==> config.mk <==
export PLATFORM = sky130hd
export DESIGN_NAME = udp_cmd_resp
export DESIGN_NICKNAME = d
export VERILOG_FILES = /design/src/rtl/udp_resp_pkg.sv /design/src/rtl/udp_resp_bytesel.sv /design/src/rtl/udp_cmd_resp.sv
export SDC_FILE = /design/constraint.sdc
export NUM_CORES = 1
export LEC_CHECK = 0
export ABC_AREA = 1
export CAP_MARGIN = 20
export CORE_ASPECT_RATIO = 1.4
export CORE_UTILIZATION = 50
export DETAILED_ROUTE_END_ITERATION = 10
export PLACE_DENSITY = 0.72
export SYNTH_ARGS = -nofsm -noshare
export SYNTH_HDL_FRONTEND = slang
export SYNTH_SLANG_ARGS = --single-unit
export TNS_END_PERCENT = 10
==> constraint.sdc <==
create_clock -name clk -period 5.4 [get_ports clk]
set_clock_uncertainty 0.1 [all_clocks]
set_input_delay 1.08 -clock clk [delete_from_list [all_inputs] [get_ports clk]]
set_output_delay 1.08 -clock clk [all_outputs]
set_load 0.05 [all_outputs]
==> src/rtl/udp_resp_pkg.sv <==
// udp_resp_pkg: shared FSM encoding, reply type codes, payload lengths and status bits (lengths grow under UDP_RESP_CSUM_EN)
package udp_resp_pkg;
  typedef enum logic [2:0] {IDLE, LOAD, START, SEND, WAIT_DONE} state_t;
  localparam logic [7:0] TYPE_VER = 8'h01;
  localparam logic [7:0] TYPE_ACK = 8'h02;
`ifdef UDP_RESP_CSUM_EN
  localparam logic [15:0] LEN_VER = 16'd10;
  localparam logic [15:0] LEN_ACK = 16'd14;
`else
  localparam logic [15:0] LEN_VER = 16'd8;
  localparam logic [15:0] LEN_ACK = 16'd12;
`endif
  localparam int FRAME_MAX = 14;
  localparam int ST_LAST = 0;
  localparam int ST_OVF = 1;
endpackage

==> src/rtl/udp_resp_bytesel.sv <==
// udp_resp_bytesel: combinational reply byte mux; with UDP_RESP_CSUM_EN it also sums the payload into a trailing checksum
module udp_resp_bytesel
  import udp_resp_pkg::*;
#(
  parameter logic [31:0] VERSION = 32'h0000_0001,
  parameter logic [15:0] MAGIC = 16'h55AA
) (
  input  logic        is_ack,
  input  logic [7:0]  seq,
  input  logic [15:0] pkg_num,
  input  logic [15:0] pkg_total,
  input  logic [15:0] byte_num,
  input  logic [7:0]  status,
  input  logic [4:0]  idx,
  output logic [7:0]  data
);
  logic [7:0] b [FRAME_MAX];
`ifdef UDP_RESP_CSUM_EN
  logic [15:0] csum;
`endif
  always_comb begin
    for (int i = 0; i < FRAME_MAX; i++) b[i] = '0;
    b[0] = MAGIC[15:8];
    b[1] = MAGIC[7:0];
    b[2] = is_ack ? TYPE_ACK : TYPE_VER;
    b[3] = seq;
    b[4] = is_ack ? pkg_num[15:8] : VERSION[31:24];
    b[5] = is_ack ? pkg_num[7:0] : VERSION[23:16];
    b[6] = is_ack ? pkg_total[15:8] : VERSION[15:8];
    b[7] = is_ack ? pkg_total[7:0] : VERSION[7:0];
    b[8] = is_ack ? byte_num[15:8] : 8'h00;
    b[9] = is_ack ? byte_num[7:0] : 8'h00;
    b[10] = is_ack ? status : 8'h00;
`ifdef UDP_RESP_CSUM_EN
    csum = '0;
    // unused tail bytes are still zero here, so summing the full window is exact
    for (int i = 0; i < FRAME_MAX - 2; i++) csum = csum + 16'(b[i]);
    if (is_ack) begin
      b[12] = csum[15:8];
      b[13] = csum[7:0];
    end else begin
      b[8] = csum[15:8];
      b[9] = csum[7:0];
    end
`endif
    data = (idx < 5'(FRAME_MAX)) ? b[idx[3:0]] : '0;
  end
endmodule

==> src/rtl/udp_cmd_resp.sv <==
// udp_cmd_resp: turns version-read / config-done events into UDP reply frames; UDP_RESP_CSUM_EN appends a 16-bit checksum
module udp_cmd_resp
  import udp_resp_pkg::*;
#(
  parameter logic [31:0] VERSION = 32'h0000_0001,
  parameter logic [15:0] MAGIC = 16'h55AA,
  parameter logic [19:0] TIMEOUT_CYC = 20'd1_000_000
) (
  input  logic        clk,
  input  logic        rst_n,
  input  logic        comm_reset_i,
  input  logic        rd_version_i,
  input  logic        cfg_done_i,
  input  logic [15:0] cfg_pkg_num_i,
  input  logic [15:0] cfg_pkg_total_i,
  input  logic [15:0] cfg_byte_num_i,
  input  logic        tx_req,
  input  logic        tx_done,
  output logic        tx_start_en,
  output logic [15:0] tx_byte_num,
  output logic [7:0]  tx_data,
  output logic        busy_o,
  output logic        timeout_o
);
  state_t state, state_n;
  logic pend_ver, pend_ack, ovf;
  logic [15:0] info_num, info_total, info_bytes;
  logic sh_ack;
  logic [15:0] sh_num, sh_total, sh_bytes;
  logic [7:0] sh_status, ack_status, seq, byte_sel;
  logic [4:0] idx;
  logic [19:0] tmo_cnt;
  logic is_load, active, tmo_hit, done_hit, clr_ack, clr_ver;
  assign is_load = state == LOAD;
  assign active = state == START || state == SEND || state == WAIT_DONE;
  assign tmo_hit = active && tmo_cnt == TIMEOUT_CYC - 20'd1;
  assign done_hit = (state == SEND || state == WAIT_DONE) && tx_done;
  assign clr_ack = is_load && pend_ack;
  assign clr_ver = is_load && !pend_ack;
  assign busy_o = state != IDLE;
  always_comb begin
    ack_status = '0;
    ack_status[ST_LAST] = (info_num + 16'd1) == info_total;
    ack_status[ST_OVF] = ovf;
  end
  udp_resp_bytesel #(.VERSION(VERSION), .MAGIC(MAGIC)) u_bytesel (
    .is_ack(sh_ack),
    .seq(seq),
    .pkg_num(sh_num),
    .pkg_total(sh_total),
    .byte_num(sh_bytes),
    .status(sh_status),
    .idx(is_load ? 5'd0 : idx),
    .data(byte_sel)
  );
  always_comb begin
    state_n = state;
    case (state)
      IDLE: state_n = (pend_ack || pend_ver) ? LOAD : IDLE;
      LOAD: state_n = START;
      START: state_n = SEND;
      SEND: state_n = (idx >= tx_byte_num[4:0]) ? WAIT_DONE : SEND;
      default: state_n = state;
    endcase
    if (done_hit || tmo_hit) state_n = IDLE;
  end
  always_ff @(posedge clk or negedge rst_n) begin
    if (!rst_n) state <= IDLE;
    else state <= comm_reset_i ? IDLE : state_n;
  end
  always_ff @(posedge clk or negedge rst_n) begin
    if (!rst_n) begin
      pend_ver <= 1'b0;
      pend_ack <= 1'b0;
      ovf <= 1'b0;
      info_num <= '0;
      info_total <= '0;
      info_bytes <= '0;
      sh_ack <= 1'b0;
      sh_num <= '0;
      sh_total <= '0;
      sh_bytes <= '0;
      sh_status <= '0;
      seq <= '0;
      idx <= '0;
      tmo_cnt <= '0;
      tx_start_en <= 1'b0;
      tx_byte_num <= '0;
      tx_data <= '0;
      timeout_o <= 1'b0;
    end else if (comm_reset_i) begin
      pend_ver <= 1'b0;
      pend_ack <= 1'b0;
      ovf <= 1'b0;
      seq <= '0;
      timeout_o <= 1'b0;
      tx_start_en <= 1'b0;
    end else begin
      pend_ver <= rd_version_i | (pend_ver & ~clr_ver);
      pend_ack <= cfg_done_i | (pend_ack & ~clr_ack);
      // an overwrite only counts against info that has not been taken yet
      ovf <= (cfg_done_i & pend_ack & ~clr_ack) | (ovf & ~clr_ack);
      if (cfg_done_i) begin
        info_num <= cfg_pkg_num_i;
        info_total <= cfg_pkg_total_i;
        info_bytes <= cfg_byte_num_i;
      end
      tx_start_en <= is_load;
      if (is_load) begin
        sh_ack <= pend_ack;
        sh_num <= info_num;
        sh_total <= info_total;
        sh_bytes <= info_bytes;
        sh_status <= ack_status;
        tx_byte_num <= pend_ack ? LEN_ACK : LEN_VER;
        tx_data <= byte_sel;
        idx <= 5'd1;
        tmo_cnt <= '0;
      end
      if (state == SEND && tx_req && idx < tx_byte_num[4:0]) begin
        tx_data <= byte_sel;
        idx <= idx + 5'd1;
      end
      if (active) tmo_cnt <= tmo_cnt + 20'd1;
      if (tmo_hit && !done_hit) timeout_o <= 1'b1;
      if (done_hit) seq <= seq + 8'd1;
    end
  end
endmodule

==> summary.md, run 1 <==
| Metric | Value |
|---|---|
| Internal Power | `2634 uW` |
| Antenna cells | `0` |
| Clk Latency, worst-skew pair | `between 0.4 and 0.5 ns` |
| Routed vias/inst | `5.299` |
| Die Span Y | `around 150 um` |
| Final worst slack | `2.203 ns` |
| Worst vdd ir | `between 0.0002 and 0.0003 V` |
| First-pass GRT wire length | `31020 um` |
| # rows | `53` |
| Cell area power density | `424.0 mW/mm^2` |
| Switching share of power | `0.3282` |
| I/O pin count | `82` |
| Final setup violation count | `0` |
| Die ar. | `between 0.015 and 0.02 mm^2` |
| Chip width | `108.1 um` |
| Total power | `3921 uW` |
| R2R Path End | `sh_status[0]` |
| CTS Root Cell | `clkbuf_16` |
| Unique cell type count in the Yosys netlist | `a little under 50` |
| Maxcap violations | `0` |
| Hold path depth | `2` |
| RR Startpoint | `state[2]` |
| Initial antenna violation count | `0` |
| Fmax | `312.8 MHz` |
| Seq cells post-synth | `149` |
| CTS Buf Count | `17` |
| Effective utilization at floorplan | `0.5185` |
| CTS tree | `built` |
| CTS Buffer Depth | `2` |
| Pre-CTS WS | `1.825 ns` |
| RSZ-0062 raised after global routing | `no` |
| Worst Hold Margin | `about 0.38 ns` |
| WHS Endpoint | `sh_total[4]` |
| Clk pwr share | `0.344` |
| Port Buf Inserts | `67` |
| Cell area after synthesis | `just under 0.008 mm^2` |
| GP Congestion | `0.9729` |
| DR WL/cell | `between 10 and 15 um` |
| Synth-to-Final Area Change | `17.46%` |
| Commonest non-fill, non-tap cell in the layout | `nand2_1` |
| Setup tns final | `0 ns` |
| Commonest non-fill, non-tap cells in the layout | `nand2_1, dfrtp_1, nor2_1` |
| Worst Tran Pin Value | `approximately 0.95 ns` |
| Clk pin slew, worst setup/hold paths | `0.06 ns` |
| Mapped Cells | `1019` |
| Ys async rst share | `1.000` |
| Starting DRT DRC Count | `422` |
| Vias in the first global route | `6558` |
| Leak | `~0.0046 uW` |
| GRT Residual Overflow | `0` |
| CTS Sinks | `149` |
| DRT Wirelength | `18460 um` |
| HPWL after DPL | `~13000 um` |
| Worst Hold Class | `register to register` |
| Synth warn | `0` |
| Placeable Area | `~0.015 mm^2` |
| Remaining DRCs | `0` |
| Layout cells sized above 1 | `0.06642` |
| Post-synthesis sequential area ratio | `0.4735` |
| Seq pwr share | `0.403` |
| R2R cell count | `12` |
| Fin. Hold Viols | `0` |
| Setup CP Type | `input pin to register` |
| Setup bufs post-CTS | `0` |
| Hold Buf Count CTS | `0` |
| CP Launch Type | `input pin` |
| Min-delay src | `sh_total[4]` |
| CP arrival | `approximately 3.5 ns` |
| Net Sw Power | `1287 uW` |
| Detailed Routing Iterations Pass 1 | `5` |
| Top cells by area, synth | `dfrtp_1, nand2_1, nor2_1` |
| Max-slew violations | `0` |
| Slew margin rel. | `0.3659` |
| Capturing element type of the critical path | `register` |
| H-tree depth | `4` |
| GRT Total Usage | `0.2475` |
| Post_cts resized | `0` |
| Tcrit/Tclk final | `0.5921` |
| Final nets | `1134` |
| Top FF cell, synth | `dfrtp_1` |
| DR vias | `6761` |
| CP max FO | `41` |
| Logic pwr share | `0.254` |
| Synth area leader | `dfrtp_1` |
| Proportion of netlist area held by the largest area contributor | `0.4735` |
| Fin crit period | `3.197 ns` |
| Post-synth EDFFs | `0` |
| Pin count of the biggest net entering global routing | `98` |
| DRT antenna net count | `0` |
| Syn Area/Cell | `7.727 um^2` |
| Status | `finished clean` |
| Worst path required time | `5.65 ns` |
| Flop-to-flop setup slack | `slightly below 3 ns` |
-- kinds of logic after synthesis --
family	share of synthesized area
AOI/OAI and AO/OA	0.1212
xor gates and xnor gates	0.01732
adders and majority gates	0.01112
buffers and inverters	0.09773
DFF	0.4735
other	0.0004763
and+or+nand+nor	0.2786
-- layer usage --
metal	track usage	routed length [um]	share of wire	vias to the layer above
met1	0.3048	8064	0.44	3193
met2	0.4194	9242	0.50	171
met5	0	0	0	-
met4	0.1199	575	0.031	0
met3	0.04026	573	0.031	35
li1	-	-	-	3362
-- worst max path at each step --
stage,from,end,slack (ns)
floorplan,state[1],busy_o,3.31
global placement,comm_reset_i,sh_status[0],1.88
detailed placement,comm_reset_i,sh_status[0],1.83
CTS,comm_reset_i,sh_status[0],2.22
global route,comm_reset_i,sh_status[0],1.97
finish,comm_reset_i,sh_status[0],2.20
-- cell usage after synthesis (4+ instances only) --
library cell and number:
nand2_1 246, dfrtp_1 149, nor2_1 112, inv_1 110, a21oi_1 76, o21ai_0 74, nand3_1 71, nand4_1 21
buf_2 20, buf_4 17, nor3_1 14, o21ai_1 12, inv_2 11, xor2_1 10, clkbuf_1 8, ha_1 7
nor2_2 6, o211ai_1 5, nand2_2 4, o21bai_1 4
-- layout make-up --
class | count | area [um^2]
well taps | 192 | 240.2
repair buffers | 72 | 709.4
fillers | 1386 | 5937
multi-input cells | 710 | 3435
flip-flops and latches | 149 | 3729
clock buffers | 23 | 478.0
inverters | 122 | 462.9
clock inverters | 8 | 195.2
-- critical path: stages --
cell,delay (ns)
clkdlybuf4s50_1,0.54
inv_1,0.40
nand2_2,0.53
buf_4,0.38
nor2_1,0.11
nand2_1,0.06
inv_1,0.04
nand2_1,0.05
nor2_1,0.10
nand3_1,0.09
nand2_1,0.07
-- registers in the layout, summed over array words and instances (netlist names) --
name	flops
sh_num	16
sh_status	2
tx_start_en	1
state	3
sh_total	16
info_num	16
sh_bytes	16
pend_ack	1
timeout_o	1
seq	8
idx	5
tx_byte_num	2
pend_ver	1
info_total	16
tx_data	8
ovf	1
info_bytes	16
tmo_cnt	20
-- stage by stage --
step             util  instance area [um^2]  instances
2_1_floorplan       -                  7923       1032
3_3_place_gp   0.5647                  8576       1245
3_5_place_dp   0.5647                  8576       1245
4_1_cts        0.6090                  9249       1276
5_1_grt        0.6090                  9249       1276
6_report       0.6090                  9249       1276
-- power by group through the flow --
stage,Sequential [uW],Combinational [uW],Clock [uW]
detailed placement,1590,992,0
finish,1580,994,1350
global route,1610,1130,1410
CTS,1580,1000,1370
global placement,1590,969,0
floorplan,1610,667,0
(Power assumes the default switching activity.)
==> run 2: changes to the inputs <==
--- a/config.mk
+++ b/config.mk
@@ -10,7 +10,7 @@
 export CORE_ASPECT_RATIO = 1.4
 export CORE_UTILIZATION = 50
 export DETAILED_ROUTE_END_ITERATION = 10
-export PLACE_DENSITY = 0.72
+export PLACE_DENSITY = 0.74
 export SYNTH_ARGS = -nofsm -noshare
 export SYNTH_HDL_FRONTEND = slang
 export SYNTH_SLANG_ARGS = --single-unit
==> constraint.sdc (replaced) <==
create_clock -name clk -period 2.85 [get_ports clk]
set_clock_uncertainty 0.1 [all_clocks]
set_input_delay 0.57 -clock clk [delete_from_list [all_inputs] [get_ports clk]]
set_output_delay 0.57 -clock clk [all_outputs]
set_load 0.05 [all_outputs]
==> summary.md, run 2 (same netlist as run 1, synthesis figures left out) <==
| Metric | Value |
|---|---|
| Status | `finished clean` |
| Fin crit period | `2.680 ns` |
| GRT Residual Overflow | `0` |
| Placeable Area | `about 0.015 mm^2` |
| DR vias | `approximately 7k` |
| # rows | `53` |
| Pin count of the biggest net entering global routing | `64` |
| CTS Buf Count | `17` |
| CP max FO | `12` |
| CP Launch Type | `register` |
| First-pass GRT wire length | `31650 um` |
| Worst vdd ir | `0.0005160 V` |
| Tcrit/Tclk final | `0.9402` |
| Setup CP Type | `register to output pin` |
| Worst Tran Pin Value | `0.6230 ns` |
| Non-filler cells, final | `1286` |
| Cell area power density | `760.7 mW/mm^2` |
| DR WL/cell | `about 15 um` |
| CTS tree | `built` |
| Layout cells sized above 1 | `0.07678` |
| Remaining DRCs | `0` |
| Leak | `0.004604 uW` |
| Antenna cells | `0` |
| Final Core Density | `0.6081` |
| Fin. Hold Viols | `0` |
| Worst Hold Margin | `roughly 0.0031 ns` |
| Initial antenna violation count | `0` |
| Commonest non-fill, non-tap cells in the layout | `nand2_1, dfrtp_1, nor2_1` |
| Commonest non-fill, non-tap cell in the layout | `nand2_1` |
| Pre-CTS WS | `between 0.3 and 0.4 ns` |
| GRT Total Usage | `0.2538` |
| GP Congestion | `0.9927` |
| Placed cells | `1256` |
| Maxcap violations | `0` |
| Effective utilization at floorplan | `0.5185` |
| CTS Buffer Depth | `2` |
| R2R cell count | `10` |
| Routed vias/inst | `5.299` |
| Family with the most delay on the worst path | `buffers and inverters` |
| DRT Wirelength | `18820 um` |
| Synth-to-Final Area Change | `17.27%` |
| CP max-delay cell | `clkdlybuf4s50_1` |
| Setup bufs post-CTS | `0` |
| HPWL after DPL | `13880 um` |
| Vias in the first global route | `between 6k and 7k` |
| Worst path required time | `between 2 and 2.5 ns` |
| Slowest stage delay, CP | `about 0.9 ns` |
| Max reg flops | `20` |
| I/O pin count | `82` |
| Detailed Routing Iterations Pass 1 | `5` |
| Fmax | `373.2 MHz` |
| Critical path depth | `1` |
| Clk pin slew, worst setup/hold paths | `0.06 ns` |
| Clk Latency, worst-skew pair | `0.43 ns` |
| Largest register by flop count | `tmo_cnt` |
| Final nets | `about 1.1k` |
| Crit path buffers/inverters | `1` |
| H-tree depth | `4` |
| CP arrival | `roughly 2 ns` |
| Chip width | `108.1 um` |
| Crit-path cells | `clkdlybuf4s50_1` |
| CTS Root Cell | `clkbuf_16` |
| Port Buf Inserts | `67` |
| Fillers | `1386` |
| Final setup violation count | `0` |
| Worst Hold Class | `input pin to async pin` |
| Final worst slack | `0.1703 ns` |
| CTS Sinks | `149` |
| Post_cts resized | `0` |
| Max-slew violations | `0` |
| Starting DRT DRC Count | `425` |
| Hold Buf Count CTS | `0` |
| Die ar. | `0.01626 mm^2` |
| Setup tns final | `0 ns` |
| Slew margin rel. | `0.5847` |
| RSZ-0062 raised after global routing | `no` |
| Die Span Y | `150.5 um` |
| Capturing element type of the critical path | `output pin` |
| DRT antenna net count | `0` |
-- run 2: stage by stage --
stage          total power (uW)  cell area, um^2
2_1_floorplan              4309             7923
3_5_place_dp               4942             8683
6_report                   7024             9234
4_1_cts                    7066             9234
5_1_grt                    7453             9234
3_3_place_gp               4885             8683
-- run 2: path summary, 6_finish.rpt --
check                                     from        endpoint  slack (ns)
worst max-delay path            tx_byte_num[2]  tx_byte_num[2]        0.17
worst min-delay path                     rst_n       timeout_o       0.003
worst max register to register        state[2]      tx_data[0]        0.69
worst min register to register    sh_status[1]    sh_status[1]        0.38
max in group asynchronous                rst_n     tmo_cnt[13]        1.90
min in group clk                  sh_status[1]    sh_status[1]        0.38
-- run 2: layout make-up --
class	instances	area (um^2)	area share
flip-flops and latches	149	3729	0.4038
multi-input cells	710	3435	0.3720
repair buffers	83	817.0	0.08848
clock buffers	21	470.5	0.05095
inverters	122	462.9	0.05014
well taps	192	240.2	0.02602
clock inverters	9	80.08	0.008672
-- run 2: metal layers --
layer,vias to the layer above,GRT usage,routed length [um]
met4,0,0.1158,537
met5,-,0,0
met3,39,0.04242,788
met2,197,0.4280,9603
li1,3385,-,-
met1,3193,0.3166,7887
-- run 2: power by group --
group	internal [uW]	switching, uW	total [uW]
Sequential	2610	379	2990
Clock	1250	845	2100
Combinational	696	1240	1940
Total	4560	2470	7020
